==> src/rtl/seg_scan_ctrl.sv <==
// Multiplexed 7-segment scanner: per-frame input snapshot, leading-zero blanking,
// per-digit dp/blink, and PWM brightness with one dead cycle at the start of each slot.
module seg_scan_ctrl #(
    parameter int DIGITS         = 6,
    parameter int CLK_DIV        = 1000,
    parameter int PWM_BITS       = 4,
    parameter int BLINK_LOG2     = 6,
    parameter int SEG_ACTIVE_LOW = 1,
    parameter int CS_ACTIVE_LOW  = 1
) (
    input  logic                clk,
    input  logic                rst_,
    input  logic [5*DIGITS-1:0] digit_data,
    input  logic [DIGITS-1:0]   dp,
    input  logic [DIGITS-1:0]   blink_mask,
    input  logic [PWM_BITS-1:0] brightness,
    input  logic                lz_suppress,
    output logic [7:0]          seg_data,
    output logic [DIGITS-1:0]   seg_cs,
    output logic                frame_start
);
    localparam int PRE_W   = $clog2(CLK_DIV);
    localparam int SLOT_W  = $clog2(DIGITS);
    localparam int FRAME_W = BLINK_LOG2 + 1;
    localparam logic [7:0]        SEG_OFF = (SEG_ACTIVE_LOW != 0) ? 8'hFF : 8'h00;
    localparam logic [DIGITS-1:0] CS_OFF  = (CS_ACTIVE_LOW != 0) ? {DIGITS{1'b1}} : {DIGITS{1'b0}};

    logic [PRE_W-1:0]    pre_cnt_r;
    logic [SLOT_W-1:0]   slot_r;
    logic [PWM_BITS-1:0] pwm_cnt_r;
    logic [FRAME_W-1:0]  frame_cnt_r;

    logic [5*DIGITS-1:0] snap_data_r;
    logic [DIGITS-1:0]   snap_dp_r;
    logic [DIGITS-1:0]   snap_blink_r;
    logic [PWM_BITS-1:0] snap_bright_r;
    logic                snap_lz_r;

    logic                pre_wrap_s;
    logic                slot_wrap_s;
    logic                frame_s;
    logic                en_s;
    logic                leading_s;
    logic [DIGITS-1:0]   lz_mask_s;
    logic [4:0]          cur_code_s;
    logic                cur_dp_s;
    logic                cur_blank_s;
    logic [7:0]          seg_s;
    logic [DIGITS-1:0]   cs_s;

    function automatic logic [6:0] seg_decode(input logic [4:0] code);
        case (code)
            5'h00:   seg_decode = 7'h3F;
            5'h01:   seg_decode = 7'h06;
            5'h02:   seg_decode = 7'h5B;
            5'h03:   seg_decode = 7'h4F;
            5'h04:   seg_decode = 7'h66;
            5'h05:   seg_decode = 7'h6D;
            5'h06:   seg_decode = 7'h7D;
            5'h07:   seg_decode = 7'h07;
            5'h08:   seg_decode = 7'h7F;
            5'h09:   seg_decode = 7'h6F;
            5'h0A:   seg_decode = 7'h77;
            5'h0B:   seg_decode = 7'h7C;
            5'h0C:   seg_decode = 7'h39;
            5'h0D:   seg_decode = 7'h5E;
            5'h0E:   seg_decode = 7'h79;
            5'h0F:   seg_decode = 7'h71;
            5'h11:   seg_decode = 7'h40;
            default: seg_decode = 7'h00;
        endcase
    endfunction

    assign pre_wrap_s  = (pre_cnt_r == PRE_W'(CLK_DIV - 1));
    assign slot_wrap_s = (slot_r == SLOT_W'(DIGITS - 1));
    assign frame_s     = (pre_cnt_r == {PRE_W{1'b0}}) && (slot_r == {SLOT_W{1'b0}});
    // pre_cnt==0 is the dead cycle of every slot, so selects never straddle a digit change
    assign en_s        = (pre_cnt_r != {PRE_W{1'b0}}) && (pwm_cnt_r <= snap_bright_r);

    // Scan timing counters: prescaler, slot index, PWM phase and frame count
    always_ff @(posedge clk or negedge rst_) begin
        if (!rst_) begin
            pre_cnt_r   <= {PRE_W{1'b0}};
            slot_r      <= {SLOT_W{1'b0}};
            pwm_cnt_r   <= {PWM_BITS{1'b0}};
            frame_cnt_r <= {FRAME_W{1'b0}};
        end else begin
            pwm_cnt_r <= pwm_cnt_r + PWM_BITS'(1);
            if (pre_wrap_s) begin
                pre_cnt_r <= {PRE_W{1'b0}};
                if (slot_wrap_s) begin
                    slot_r      <= {SLOT_W{1'b0}};
                    frame_cnt_r <= frame_cnt_r + FRAME_W'(1);
                end else begin
                    slot_r <= slot_r + SLOT_W'(1);
                end
            end else begin
                pre_cnt_r <= pre_cnt_r + PRE_W'(1);
            end
        end
    end

    // Frame-coherent copy of all display inputs, taken at the start of slot 0
    always_ff @(posedge clk or negedge rst_) begin
        if (!rst_) begin
            snap_data_r   <= {DIGITS{5'h10}};
            snap_dp_r     <= {DIGITS{1'b0}};
            snap_blink_r  <= {DIGITS{1'b0}};
            snap_bright_r <= {PWM_BITS{1'b1}};
            snap_lz_r     <= 1'b0;
        end else if (frame_s) begin
            snap_data_r   <= digit_data;
            snap_dp_r     <= dp;
            snap_blink_r  <= blink_mask;
            snap_bright_r <= brightness;
            snap_lz_r     <= lz_suppress;
        end else begin
            snap_data_r   <= snap_data_r;
        end
    end

    // Leading-zero mask: blank zero fields from the top until the first non-zero one
    always_comb begin
        lz_mask_s = {DIGITS{1'b0}};
        leading_s = snap_lz_r;
        for (int k = DIGITS - 1; k >= 1; k--) begin
            if (leading_s && (snap_data_r[5*k +: 5] == 5'h00)) begin
                lz_mask_s[k] = 1'b1;
            end else begin
                leading_s = 1'b0;
            end
        end
    end

    // Current-slot field selection and select-line generation (slot k drives cs bit DIGITS-1-k)
    always_comb begin
        cur_code_s  = 5'h10;
        cur_dp_s    = 1'b0;
        cur_blank_s = 1'b1;
        cs_s        = {DIGITS{1'b0}};
        for (int k = 0; k < DIGITS; k++) begin
            if (slot_r == SLOT_W'(k)) begin
                cur_code_s         = snap_data_r[5*k +: 5];
                cur_dp_s           = snap_dp_r[k];
                cur_blank_s        = lz_mask_s[k] || (frame_cnt_r[BLINK_LOG2] && snap_blink_r[k]);
                cs_s[DIGITS-1-k]   = en_s;
            end else begin
                cs_s[DIGITS-1-k]   = 1'b0;
            end
        end
    end

    // Segment pattern, forced blank whenever no select is active
    always_comb begin
        if (en_s && !cur_blank_s) begin
            seg_s = {cur_dp_s, seg_decode(cur_code_s)};
        end else begin
            seg_s = 8'h00;
        end
    end

    // Registered outputs with polarity applied
    always_ff @(posedge clk or negedge rst_) begin
        if (!rst_) begin
            seg_data    <= SEG_OFF;
            seg_cs      <= CS_OFF;
            frame_start <= 1'b0;
        end else begin
            seg_data    <= seg_s ^ SEG_OFF;
            seg_cs      <= cs_s ^ CS_OFF;
            frame_start <= frame_s;
        end
    end
endmodule
==> config.mk <==
export PLATFORM = sky130hd
export DESIGN_NAME = seg_scan_ctrl
export DESIGN_NICKNAME = d
export VERILOG_FILES = /design/src/rtl/seg_scan_ctrl.sv
export SDC_FILE = /design/constraint.sdc
export NUM_CORES = 1
export LEC_CHECK = 0
export CORE_ASPECT_RATIO = 1.75
export CORE_MARGIN = 2
export CORE_UTILIZATION = 45
export CTS_CLUSTER_SIZE = 25
export DETAILED_ROUTE_END_ITERATION = 10
export HOLD_SLACK_MARGIN = 0.05
export PLACE_DENSITY = 0.68
export SLEW_MARGIN = 20
export SYNTH_ARGS = -nofsm -noshare
export SYNTH_HDL_FRONTEND = slang
export SYNTH_SLANG_ARGS = --single-unit
==> constraint.sdc <==
create_clock -name clk -period 2.9 [get_ports clk]
set_input_delay 0.29 -clock clk [delete_from_list [all_inputs] [get_ports clk]]
set_output_delay 0.29 -clock clk [all_outputs]
set_load 0.1 [all_outputs]
=== Yosys cells after proc, flatten, opt, wreduce, memory -nomap -nowiden ===
Memory sizes are Yosys's and may differ from the RTL's.
Cells that the tools add are included.

* Bits of input ports: 49
* Register bits after elaboration: 86
* Bits in read-only memories: 224
* Output and inout bits: 15
* Word-level logic and storage cells: 91
* Memories kept: 1

* Bitwise logic cells: 2
* Reductions and logical operators: 29
* Order comparisons: 1
* Equality and inequality tests: 6
* Muxes and demuxes: 36
* Add/subtract/negate cells: 4

{| class="wikitable"
|+ Memories
! name !! words !! width !! read ports !! clocked after memory_dff !! write ports !! line !! source
|-
| (no name shown) || 32 || 7 || 1 || 0 || 0 || 52 || <nowiki>case (code)</nowiki>
|}

{| class="wikitable"
|+ Operators by type and width
! cell !! count
|-
| $mux W5 || 6
|-
| $mux W1 || 27
|-
| $logic_not A5 Y1 || 5
|-
| $logic_and A1 B1 Y1 || 14
|-
| $add A10 B1 Y10 const B || 1
|-
| $eq A10 B10 Y1 const B || 1
|-
| $logic_not A10 Y1 || 1
|-
| $mux W10 || 1
|-
| $reduce_bool A10 Y1 || 1
|-
| $mux W8 || 1
|-
| $not A8 Y8 || 1
|-
| $add A7 B1 Y7 const B || 1
|-
| $eq A3 B2 Y1 const B || 2
|-
| $eq A3 B3 Y1 const B || 2
|-
| $not A6 Y6 || 1
|-
| $logic_or A1 B1 Y1 || 5
|-
| $add A4 B1 Y4 const B || 1
|-
| $le A4 B4 Y1 || 1
|-
| $add A3 B1 Y3 const B || 1
|-
| $eq A3 B1 Y1 const B || 1
|-
| $logic_not A3 Y1 || 1
|-
| $mux W3 || 1
|-
| $reduce_and A2 Y1 || 1
|-
| $logic_not A1 Y1 || 1
|}

=== Depth between registers and ports, before layout ===
Gate-level depths: netlist (run 1).

* Depth in word-level cells: 21
* Mapped depth: 14
* Mapped depth without buffers: 12

=== Worst setup path after synthesis (run 1) ===
No wires, ideal clock.

* Path kind: register to register
* Start: reg slot_r[0]
* End: reg seg_data[3]
* Setup time: 99 ps
* Clock period less this slack: 2680 ps
* Data required time: 2801 ps
* Setup slack: 220 ps
* Path buffers: 3
* Stages on the path, launching flop included: 13
* Arrival time: 2581 ps
* Path through: dfrtp_1 buf_2 buf_4 and2_1 ha_1 buf_2 a211oi_1 a311oi_1 inv_1 ha_1 nor2_1 a211oi_1 o21ai_1

* Cells in the longest elaborated chain, start to end: 11
* Elaborated cells between the ends (all ways): 23
* Those cells by class: 5 x eq/ne; 13 x mux; 1 x bitwise; 3 x reduce/logical; 1 x memory

{| class="wikitable"
|+ Ends and longest elaborated chain
! element !! line !! source
|-
| start: declaration || 29 || <nowiki>logic [SLOT_W-1:0] slot_r;</nowiki>
|-
| start signal: assignment || 84 || <nowiki>slot_r <= {SLOT_W{1'b0}};</nowiki>
|-
| start signal: assignment || 92 || <nowiki>slot_r <= {SLOT_W{1'b0}};</nowiki>
|-
| start signal: assignment || 95 || <nowiki>slot_r <= slot_r + SLOT_W'(1);</nowiki>
|-
| branches (longest 9 deep; another with $mem_v2 Z32 W7) || -- ||
|-
| $mux W8 * || 155 || <nowiki>if (en_s && !cur_blank_s) begin</nowiki>
|-
| $not A8 Y8 (no source line) * || -- ||
|-
| end signal: assignment || 169 || <nowiki>seg_data <= seg_s ^ SEG_OFF;</nowiki>
|-
| end: declaration || 18 || <nowiki>output logic [7:0] seg_data,</nowiki>
|}

Mark *: on every way between the ends.
A chain may end at the register's enable or synchronous reset.

=== Worst setup path after layout (run 1) ===
* Start: reg slot_r[2]
* End: reg seg_data[3]

Same word-level chain as after synthesis.

==> impl_table.tex, run 1 <==
\begin{tabular}{lr}
\hline
Metric & Value \\
\hline
\multicolumn{2}{l}{\textbf{Synthesis}} \\
Number of synthesized flops with an enable pin & 0 \\
Synthesized cell area & 0.00427 mm2 \\
Net Count, Synth & 516 \\
Share of flip-flops with an asynchronous set or reset & 1.00 \\
Count of yosys warnings during synthesis & 0 \\
Cell with the most instances after synthesis & sky130\_fd\_sc\_hd\_\_nand2\_1 \\
Most common library cells after synthesis & sky130\_fd\_sc\_hd\_\_nand2\_1 (156), sky130\_fd\_sc\_hd\_\_dfrtp\_1 (62), sky130\_fd\_sc\_hd\_\_dfstp\_2 (24) \\
Synth top area cells & sky130\_fd\_sc\_hd\_\_dfrtp\_1 (36\%), sky130\_fd\_sc\_hd\_\_dfstp\_2 (15\%), sky130\_fd\_sc\_hd\_\_nand2\_1 (14\%), sky130\_fd\_sc\_hd\_\_ha\_1 (4.4\%), sky130\_fd\_sc\_hd\_\_nor2\_1 (1.8\%) \\
Synthesized netlist cell count & 452 \\
Count of different cell masters after synthesis & 62 \\
Predominant post-synthesis flop cell & sky130\_fd\_sc\_hd\_\_dfrtp\_1 \\
Fraction of synthesized cell area taken by the top area cell type & 0.363 \\
Sequential cell area fraction in the yosys report & 0.511 \\
Mean post-synth cell area & 9.45 um2 \\
Largest area contributor in the netlist & sky130\_fd\_sc\_hd\_\_dfrtp\_1 \\
Number of register bits inferred by synthesis & between 80 and 90 \\
\multicolumn{2}{l}{\textbf{Critical path}} \\
Arrival time worst endpoint & between 2 and 3 ns \\
Cell with the largest stage delay on the worst path & sky130\_fd\_sc\_hd\_\_a311oi\_1 \\
Type of element capturing the critical path & flop \\
Kind of start point of the critical path & flop \\
Max incr delay on CP & approximately 0.48 ns \\
Critical Path RT & around 3.1 ns \\
Crit-path max FO & 14 \\
Cell chain of the critical path & inv\_1 -> ha\_1 -> buf\_4 -> a211oi\_1 -> a311oi\_1 -> inv\_1 -> ha\_1 -> nor2\_1 -> a211oi\_1 -> o21ai\_1 \\
Crit Path Class & flop to flop \\
Register-to-Register Setup Slack & 0.35 ns \\
\multicolumn{2}{l}{\textbf{Cells and area}} \\
Multi-input gate area in the final layout & 0.00193 mm2 \\
Number of nets in the finished design & 581 \\
Fill cells & roughly 840 \\
Final instance area & 0.00529 mm2 \\
Ant. Diodes & 0 \\
Post-route core utilization & 0.566 \\
Synth-to-layout area growth & 23.8\% \\
Register area & 0.00218 mm2 \\
Fraction of layout instances using a drive strength above 1 & 0.163 \\
\multicolumn{2}{l}{\textbf{Floorplanning}} \\
Die ar. & 0.0103 mm2 \\
Standard cell core area & 0.00935 mm2 \\
Die boundary height & 133 um \\
I/O pin count & 64 \\
\# rows & 47 \\
Width of the chip & 77.7 um \\
Initial cell density of the core & 0.457 \\
\multicolumn{2}{l}{\textbf{STA}} \\
Post-route clock skew & 0.00707 ns \\
Share of the clock period used by the worst path after layout & 0.881 \\
Achievable Freq & roughly 390 MHz \\
Unrepaired setup endpoints after global routing & false \\
Final Worst Setup Slack & approximately 0.35 ns \\
Slew at the pin closest to its max-slew limit & 0.852 ns \\
Relative slew slack & 0.428 \\
Endpoints failing hold & 0 \\
Final setup violation count & 0 \\
Setup TNS Final & 0 ns \\
Number of max-slew violations in the final report & 0 \\
Min cycle time layout & 2.55 ns \\
\multicolumn{2}{l}{\textbf{Clock network}} \\
Buffer type at the clock tree root & sky130\_fd\_sc\_hd\_\_clkbuf\_16 \\
Clock tree from TritonCTS & yes \\
Number of clock sinks seen by CTS & 86 \\
Clock network latency to the later pin of the worst-skew pair & 0.34 ns \\
Setup Buffers After CTS & 0 \\
Number of buffers added by the clock tree synthesis step & 9 \\
H-tree depth & 3 \\
Number of buffers on the longest clock path & 2 \\
Clock transition at the registers of the reported paths & 0.06 ns \\
\multicolumn{2}{l}{\textbf{Global routing}} \\
Total congestion overflow & 0 \\
Vias in the first global route & 3428 \\
Global-route total usage across every layer & 0.202 \\
Number of antenna violations at the first check in global routing & 0 \\
First-pass GRT wire length & roughly 16000 um \\
Largest net degree at the start of global routing & between 50 and 60 \\
\multicolumn{2}{l}{\textbf{Route}} \\
Detailed router's first-iteration violation count & around 150 \\
Via count normalized by instance count & 5.17 \\
Count of TritonRoute iterations in the first routing pass & 4 \\
\# DRC & 0 \\
Vias after detailed routing & 3327 \\
DRT Wirelength & 9600 um \\
Number of nets with antenna violations after routing & 0 \\
Wire per inst & 14.9 um \\
\multicolumn{2}{l}{\textbf{Job}} \\
Count of max-cap constraint violations & 0 \\
\multicolumn{2}{l}{\textbf{Place}} \\
Area of placed instances & 0.00499 mm2 \\
DP Wirelength & 7240 um \\
Port-buffer cells & 63 \\
Last weighted congestion value of the routability-driven placer & 0.907 \\
Worst Setup Slack post-DPL & 0.369 ns \\
\multicolumn{2}{l}{\textbf{Pwr}} \\
Peak VDD IR & around 0.31 mV \\
Pwr Density & 501 mW/mm2 \\
Static leakage & approximately 2.4 nW \\
\multicolumn{2}{l}{\textbf{Min path}} \\
Worst hold-check path type & input port to flop \\
\multicolumn{2}{l}{\textbf{Status}} \\
Result of the run & completed \\
\hline
\end{tabular}
-- cells by family after synthesis --
group                      share of synthesized area
AOI/OAI and AO/OA                              0.107
DFF                                            0.511
and+or+nand+nor                                0.246
xor gates and xnor gates                      0.0307
buffers and inverters                         0.0378
muxes                                         0.0246
adders and majority gates                     0.0439
-- worst max-delay path, delay by kind of cell, from the launching register on --
kind                     cells  cell delay (ns)
buffers and inverters        3             0.54
AO/OA/AOI/OAI                4             0.86
AND/OR/NAND/NOR              1             0.05
adder cells (fa/ha/maj)      2             0.52
flip-flops                   1             0.47
-- metrics by stage --
stage               power [W]  cells  hold WS [ns]
floorplan             0.00144    452      -0.00559
global placement      0.00157    627         0.366
detailed placement    0.00158    627         0.376
CTS                   0.00267    644         0.447
global route          0.00276    644         0.448
finish                0.00265    644         0.452
-- state kept, by name (all words and copies together), names as in the netlist, 3 cells and up --
| signal | cells |
|---|---|
| snap_bright_r | 4 |
| pwm_cnt_r | 4 |
| snap_blink_r | 6 |
| snap_data_r | 30 |
| frame_cnt_r | 7 |
| snap_dp_r | 6 |
| pre_cnt_r | 10 |
| seg_cs | 6 |
| slot_r | 3 |
| seg_data | 8 |
-- per-layer routing --
layer  global-route usage  share of wire
met1                0.223           0.39
met2                0.356           0.55
met3               0.0505          0.030
met4               0.0992          0.039
met5                    0              0
-- final timing paths --
check | start | to | depth (start not counted)
max | slot_r[2] | seg_data[3] | 10
max reg2reg | slot_r[2] | seg_data[3] | 10
min in group asynchronous | rst_ | pwm_cnt_r[2] | 2
max in group asynchronous | rst_ | snap_data_r[24] | 3
min reg2reg | snap_data_r[3] | snap_data_r[3] | 2
min | digit_data[9] | snap_data_r[9] | 3
-- cell usage in the layout (no fill, tap or decap), types with 4 or more instances in the layout --
cell	Yosys	routed
sky130_fd_sc_hd__mux2_2	4	4
sky130_fd_sc_hd__and3_1	6	6
sky130_fd_sc_hd__xor2_1	8	8
sky130_fd_sc_hd__nand3_1	8	8
sky130_fd_sc_hd__dfstp_2	24	24
sky130_fd_sc_hd__xnor2_1	7	7
sky130_fd_sc_hd__nand2_1	156	156
sky130_fd_sc_hd__dfrtp_1	62	61
sky130_fd_sc_hd__nand4_1	7	7
sky130_fd_sc_hd__o21ai_0	14	14
sky130_fd_sc_hd__nor2_1	20	20
sky130_fd_sc_hd__a21oi_1	10	10
sky130_fd_sc_hd__mux2i_1	6	6
sky130_fd_sc_hd__nor2b_1	7	7
sky130_fd_sc_hd__inv_1	15	15
sky130_fd_sc_hd__a211oi_1	7	7
sky130_fd_sc_hd__clkbuf_16	0	9
sky130_fd_sc_hd__buf_4	3	26
sky130_fd_sc_hd__ha_1	15	15
sky130_fd_sc_hd__clkdlybuf4s50_1	0	47
-- repair_timing --
action / CTS / global route
resized for setup: 0 / 1
endpoints found under the setup margin: 0 / 1
hold buffers: 1 / 0
endpoints found under the hold margin: 38 / 0
-- layout make-up --
class                      count  share of cell area
tap                          122              0.0289
sequential                    86               0.413
multi-input combinational    330               0.365
timing repair buffer          74               0.128
clock buffer                  14              0.0518
inverter                      16              0.0114
clock inverter                 2             0.00284
-- power breakdown --
group          leakage (nW)  internal [W]  total, W  switching (W)
Combinational          1.25      0.000112  0.000273       0.000161
Sequential             1.01       0.00126   0.00128      0.0000280
Clock                 0.135      0.000651   0.00109       0.000442
Note: power is estimated with default switching activity, not from simulation.
==> inputs of run 2 (changes only) <==
--- a/config.mk
+++ b/config.mk
@@ -7,11 +7,11 @@
 export LEC_CHECK = 0
 export CORE_ASPECT_RATIO = 1.75
 export CORE_MARGIN = 2
-export CORE_UTILIZATION = 45
+export CORE_UTILIZATION = 54
 export CTS_CLUSTER_SIZE = 25
 export DETAILED_ROUTE_END_ITERATION = 10
 export HOLD_SLACK_MARGIN = 0.05
-export PLACE_DENSITY = 0.68
+export PLACE_DENSITY = 0.8
 export SLEW_MARGIN = 20
 export SYNTH_ARGS = -nofsm -noshare
 export SYNTH_HDL_FRONTEND = slang
==> impl_table.tex, run 2 (same netlist as run 1, synthesis figures left out) <==
\begin{tabular}{lr}
\hline
Metric & Value \\
\hline
\multicolumn{2}{l}{\textbf{Status}} \\
Result of the run & complete, but fails checks (was completed) \\
Violations in the final reports & hold timing \\
\multicolumn{2}{l}{\textbf{Critical path}} \\
Kind of start point of the critical path & flop (unchanged) \\
Critical Path RT & 3.14 ns (was 3.13 ns) \\
Cell with the largest stage delay on the worst path & sky130\_fd\_sc\_hd\_\_dfrtp\_1 (was sky130\_fd\_sc\_hd\_\_a311oi\_1) \\
Cell chain of the critical path & inv\_1 -> ha\_1 -> nor2\_1 -> o21ai\_0 -> a211oi\_1 -> a311oi\_1 -> buf\_4 -> inv\_1 -> ha\_1 -> inv\_1 -> nor2\_1 -> a21oi\_1 -> o311ai\_1 (was inv\_1 -> ha\_1 -> buf\_4 -> a211oi\_1 -> a311oi\_1 -> inv\_1 -> ha\_1 -> nor2\_1 -> a211oi\_1 -> o21ai\_1) \\
Crit-path max FO & 11 (was 14) \\
Worst R2R Start & slot\_r[2] (unchanged) \\
Crit Path Class & flop to flop (unchanged) \\
End of the worst register-to-register path & seg\_data[6] (was seg\_data[3]) \\
Register-to-Register Setup Slack & 0.29 ns (was 0.35 ns) \\
Cell seen most often among critical-path stages & sky130\_fd\_sc\_hd\_\_inv\_1 \\
Worst r2r path cells & 13 (was 10) \\
Type of element capturing the critical path & flop (unchanged) \\
Arrival time worst endpoint & 2.85 ns (was 2.79 ns) \\
Max incr delay on CP & 0.54 ns (was 0.48 ns) \\
\multicolumn{2}{l}{\textbf{Route}} \\
Count of TritonRoute iterations in the first routing pass & 4 (unchanged) \\
Wire per inst & 16.3 um (was 14.9 um) \\
Number of nets with antenna violations after routing & 0 (unchanged) \\
Via count normalized by instance count & 5.63 (was 5.17) \\
\# DRC & 0 (unchanged) \\
Detailed router's first-iteration violation count & 173 (was 151) \\
DRT Wirelength & 9870 um (was 9600 um) \\
Vias after detailed routing & 3409 (was 3327) \\
\multicolumn{2}{l}{\textbf{Cells and area}} \\
Synth-to-layout area growth & 22.4\% (was 23.8\%) \\
Most frequent cells in the layout & sky130\_fd\_sc\_hd\_\_nand2\_1 (156), sky130\_fd\_sc\_hd\_\_dfrtp\_1 (62), sky130\_fd\_sc\_hd\_\_clkdlybuf4s50\_1 (47) (was sky130\_fd\_sc\_hd\_\_nand2\_1 (156), sky130\_fd\_sc\_hd\_\_dfrtp\_1 (61), sky130\_fd\_sc\_hd\_\_clkdlybuf4s50\_1 (47)) \\
Most common library cell in the layout ignoring fill and taps & sky130\_fd\_sc\_hd\_\_nand2\_1 (unchanged) \\
Number of flip-flops in the largest register & 30 (unchanged) \\
Fraction of layout instances using a drive strength above 1 & 0.158 (was 0.163) \\
Top register by number of flip-flops & snap\_data\_r (unchanged) \\
Post-route core utilization & 0.686 (was 0.566) \\
Registers with the highest flip-flop counts & snap\_data\_r (30), pre\_cnt\_r (10), seg\_data (8) (unchanged) \\
Number of nets in the finished design & 577 (was 581) \\
Ant. Diodes & 0 (unchanged) \\
Final instance area & 0.00523 mm2 (was 0.00529 mm2) \\
\multicolumn{2}{l}{\textbf{Global routing}} \\
Met1 track demand over resource & 0.270 (was 0.223) \\
First-pass GRT wire length & 16600 um (was 16200 um) \\
Vias in the first global route & 3546 (was 3428) \\
Global-route total usage across every layer & 0.246 (was 0.202) \\
Largest net degree at the start of global routing & 87 (was 55) \\
Met3 GRT Util & 0.0438 (was 0.0505) \\
Total congestion overflow & 0 (unchanged) \\
Met2 Use GR & 0.436 (was 0.356) \\
Layer with the highest usage & met2 (unchanged) \\
Number of antenna violations at the first check in global routing & 0 (unchanged) \\
\multicolumn{2}{l}{\textbf{Min path}} \\
Worst hold-check path type & input port to asynchronous set/reset pin (was input port to flop) \\
\multicolumn{2}{l}{\textbf{STA}} \\
Final Worst Setup Slack & 0.290 ns (was 0.346 ns) \\
Endpoints failing hold & 1 (was 0) \\
Post-route clock skew & 0.00621 ns (was 0.00707 ns) \\
Final setup violation count & 0 (unchanged) \\
Relative slew slack & 0.440 (was 0.428) \\
Unrepaired setup endpoints after global routing & false (unchanged) \\
Share of the clock period used by the worst path after layout & 0.900 (was 0.881) \\
Setup TNS Final & 0 ns (unchanged) \\
Achievable Freq & 383 MHz (was 391 MHz) \\
Min cycle time layout & 2.61 ns (was 2.55 ns) \\
Slew at the pin closest to its max-slew limit & 0.834 ns (was 0.852 ns) \\
Smallest hold slack & -0.00102 ns (was 0.452 ns) \\
Number of max-slew violations in the final report & 0 (unchanged) \\
\multicolumn{2}{l}{\textbf{Floorplanning}} \\
\# rows & 42 (was 47) \\
Die ar. & 0.00867 mm2 (was 0.0103 mm2) \\
Die boundary height & 122 um (was 133 um) \\
I/O pin count & 64 (unchanged) \\
Initial cell density of the core & 0.561 (was 0.457) \\
Standard cell core area & 0.00762 mm2 (was 0.00935 mm2) \\
Width of the chip & 71.2 um (was 77.7 um) \\
\multicolumn{2}{l}{\textbf{Clock network}} \\
Clock transition at the registers of the reported paths & 0.06 ns (about the same) \\
Number of buffers on the longest clock path & 2 (unchanged) \\
Cts hold-fix bufs & 0 (was 1) \\
Post-CTS Resized & 0 (unchanged) \\
Number of buffers added by the clock tree synthesis step & 9 (unchanged) \\
Clock network latency to the later pin of the worst-skew pair & 0.34 ns (about the same) \\
Setup Buffers After CTS & 0 (unchanged) \\
Number of clock sinks seen by CTS & 86 (unchanged) \\
Clock tree from TritonCTS & yes (unchanged) \\
H-tree depth & 3 (unchanged) \\
Buffer type at the clock tree root & sky130\_fd\_sc\_hd\_\_clkbuf\_16 (unchanged) \\
\multicolumn{2}{l}{\textbf{Place}} \\
Worst Setup Slack post-DPL & 0.364 ns (was 0.369 ns) \\
DP Wirelength & 7360 um (was 7240 um) \\
Area of placed instances & 0.00494 mm2 (was 0.00499 mm2) \\
Last weighted congestion value of the routability-driven placer & 0.923 (was 0.907) \\
Port-buffer cells & 63 (unchanged) \\
\multicolumn{2}{l}{\textbf{Pwr}} \\
Peak VDD IR & 0.454 mV (was 0.312 mV) \\
Cell-internal power & 0.00201 W (was 0.00202 W) \\
Switching power total & 0.000634 W (was 0.000631 W) \\
Part of the power in registers & 0.486 (was 0.484) \\
Pwr Density & 506 mW/mm2 (was 501 mW/mm2) \\
Portion of total power attributed to combinational logic & 0.103 (about the same) \\
Clock share of power & 0.412 (about the same) \\
Switching portion of total power & 0.239 (was 0.238) \\
Static leakage & 2.39 nW (was 2.40 nW) \\
\multicolumn{2}{l}{\textbf{Job}} \\
Count of max-cap constraint violations & 0 (unchanged) \\
\hline
\end{tabular}
[run 2: stage by stage]
step,total power [W],instances
6_report,0.00265,606
5_1_grt,0.00274,606
4_1_cts,0.00267,606
3_5_place_dp,0.00158,590
3_3_place_gp,0.00157,590
2_1_floorplan,0.00144,452
[run 2: power groups by stage]
stage	sequential, W	clock, W	combinational, W
final	0.00129	0.00109	0.000272
after global routing	0.00129	0.00115	0.000296
after CTS	0.00129	0.00111	0.000274
after detailed placement	0.00131	0	0.000272
after global placement	0.00130	0	0.000265
after floorplan	0.00137	0	0.0000779
[run 2: layer usage]
metal / vias to the layer above / wire length (um)
met1: 1626 / 3700
met4: 0 / 482
li1: 1642 / -
met3: 36 / 360
met2: 105 / 5320
met5: - / 0
[run 2: worst max-delay path: cells and delay by family, from the launching register on]
kind                     cells  cell delay (ns)
adder cells (fa/ha/maj)      2             0.43
buffers and inverters        4             0.48
AND/OR/NAND/NOR              2             0.29
flip-flops                   1             0.54
AO/OA/AOI/OAI                5             0.77
[run 2: final cells by class]
cell class / count / area (um2)
fillers: 578 / 2390
flip-flops and latches: 86 / 2180
multi-input cells: 330 / 1930
repair buffers: 70 / 659
clock buffers: 13 / 270
well taps: 88 / 110
inverters: 16 / 60.1
clock inverters: 3 / 17.5
[run 2: worst max path at each step]
stage	cells past startpoint	startpoint	slack [ns]	endpoint
finish	13	slot_r[2]	0.29	seg_data[6]
global route	13	slot_r[2]	0.03	seg_data[6]
CTS	13	slot_r[2]	0.33	seg_data[6]
detailed placement	13	slot_r[2]	0.36	seg_data[6]
global placement	8	slot_r[2]	0.48	seg_data[1]
floorplan	12	slot_r[0]	0.22	seg_data[3]
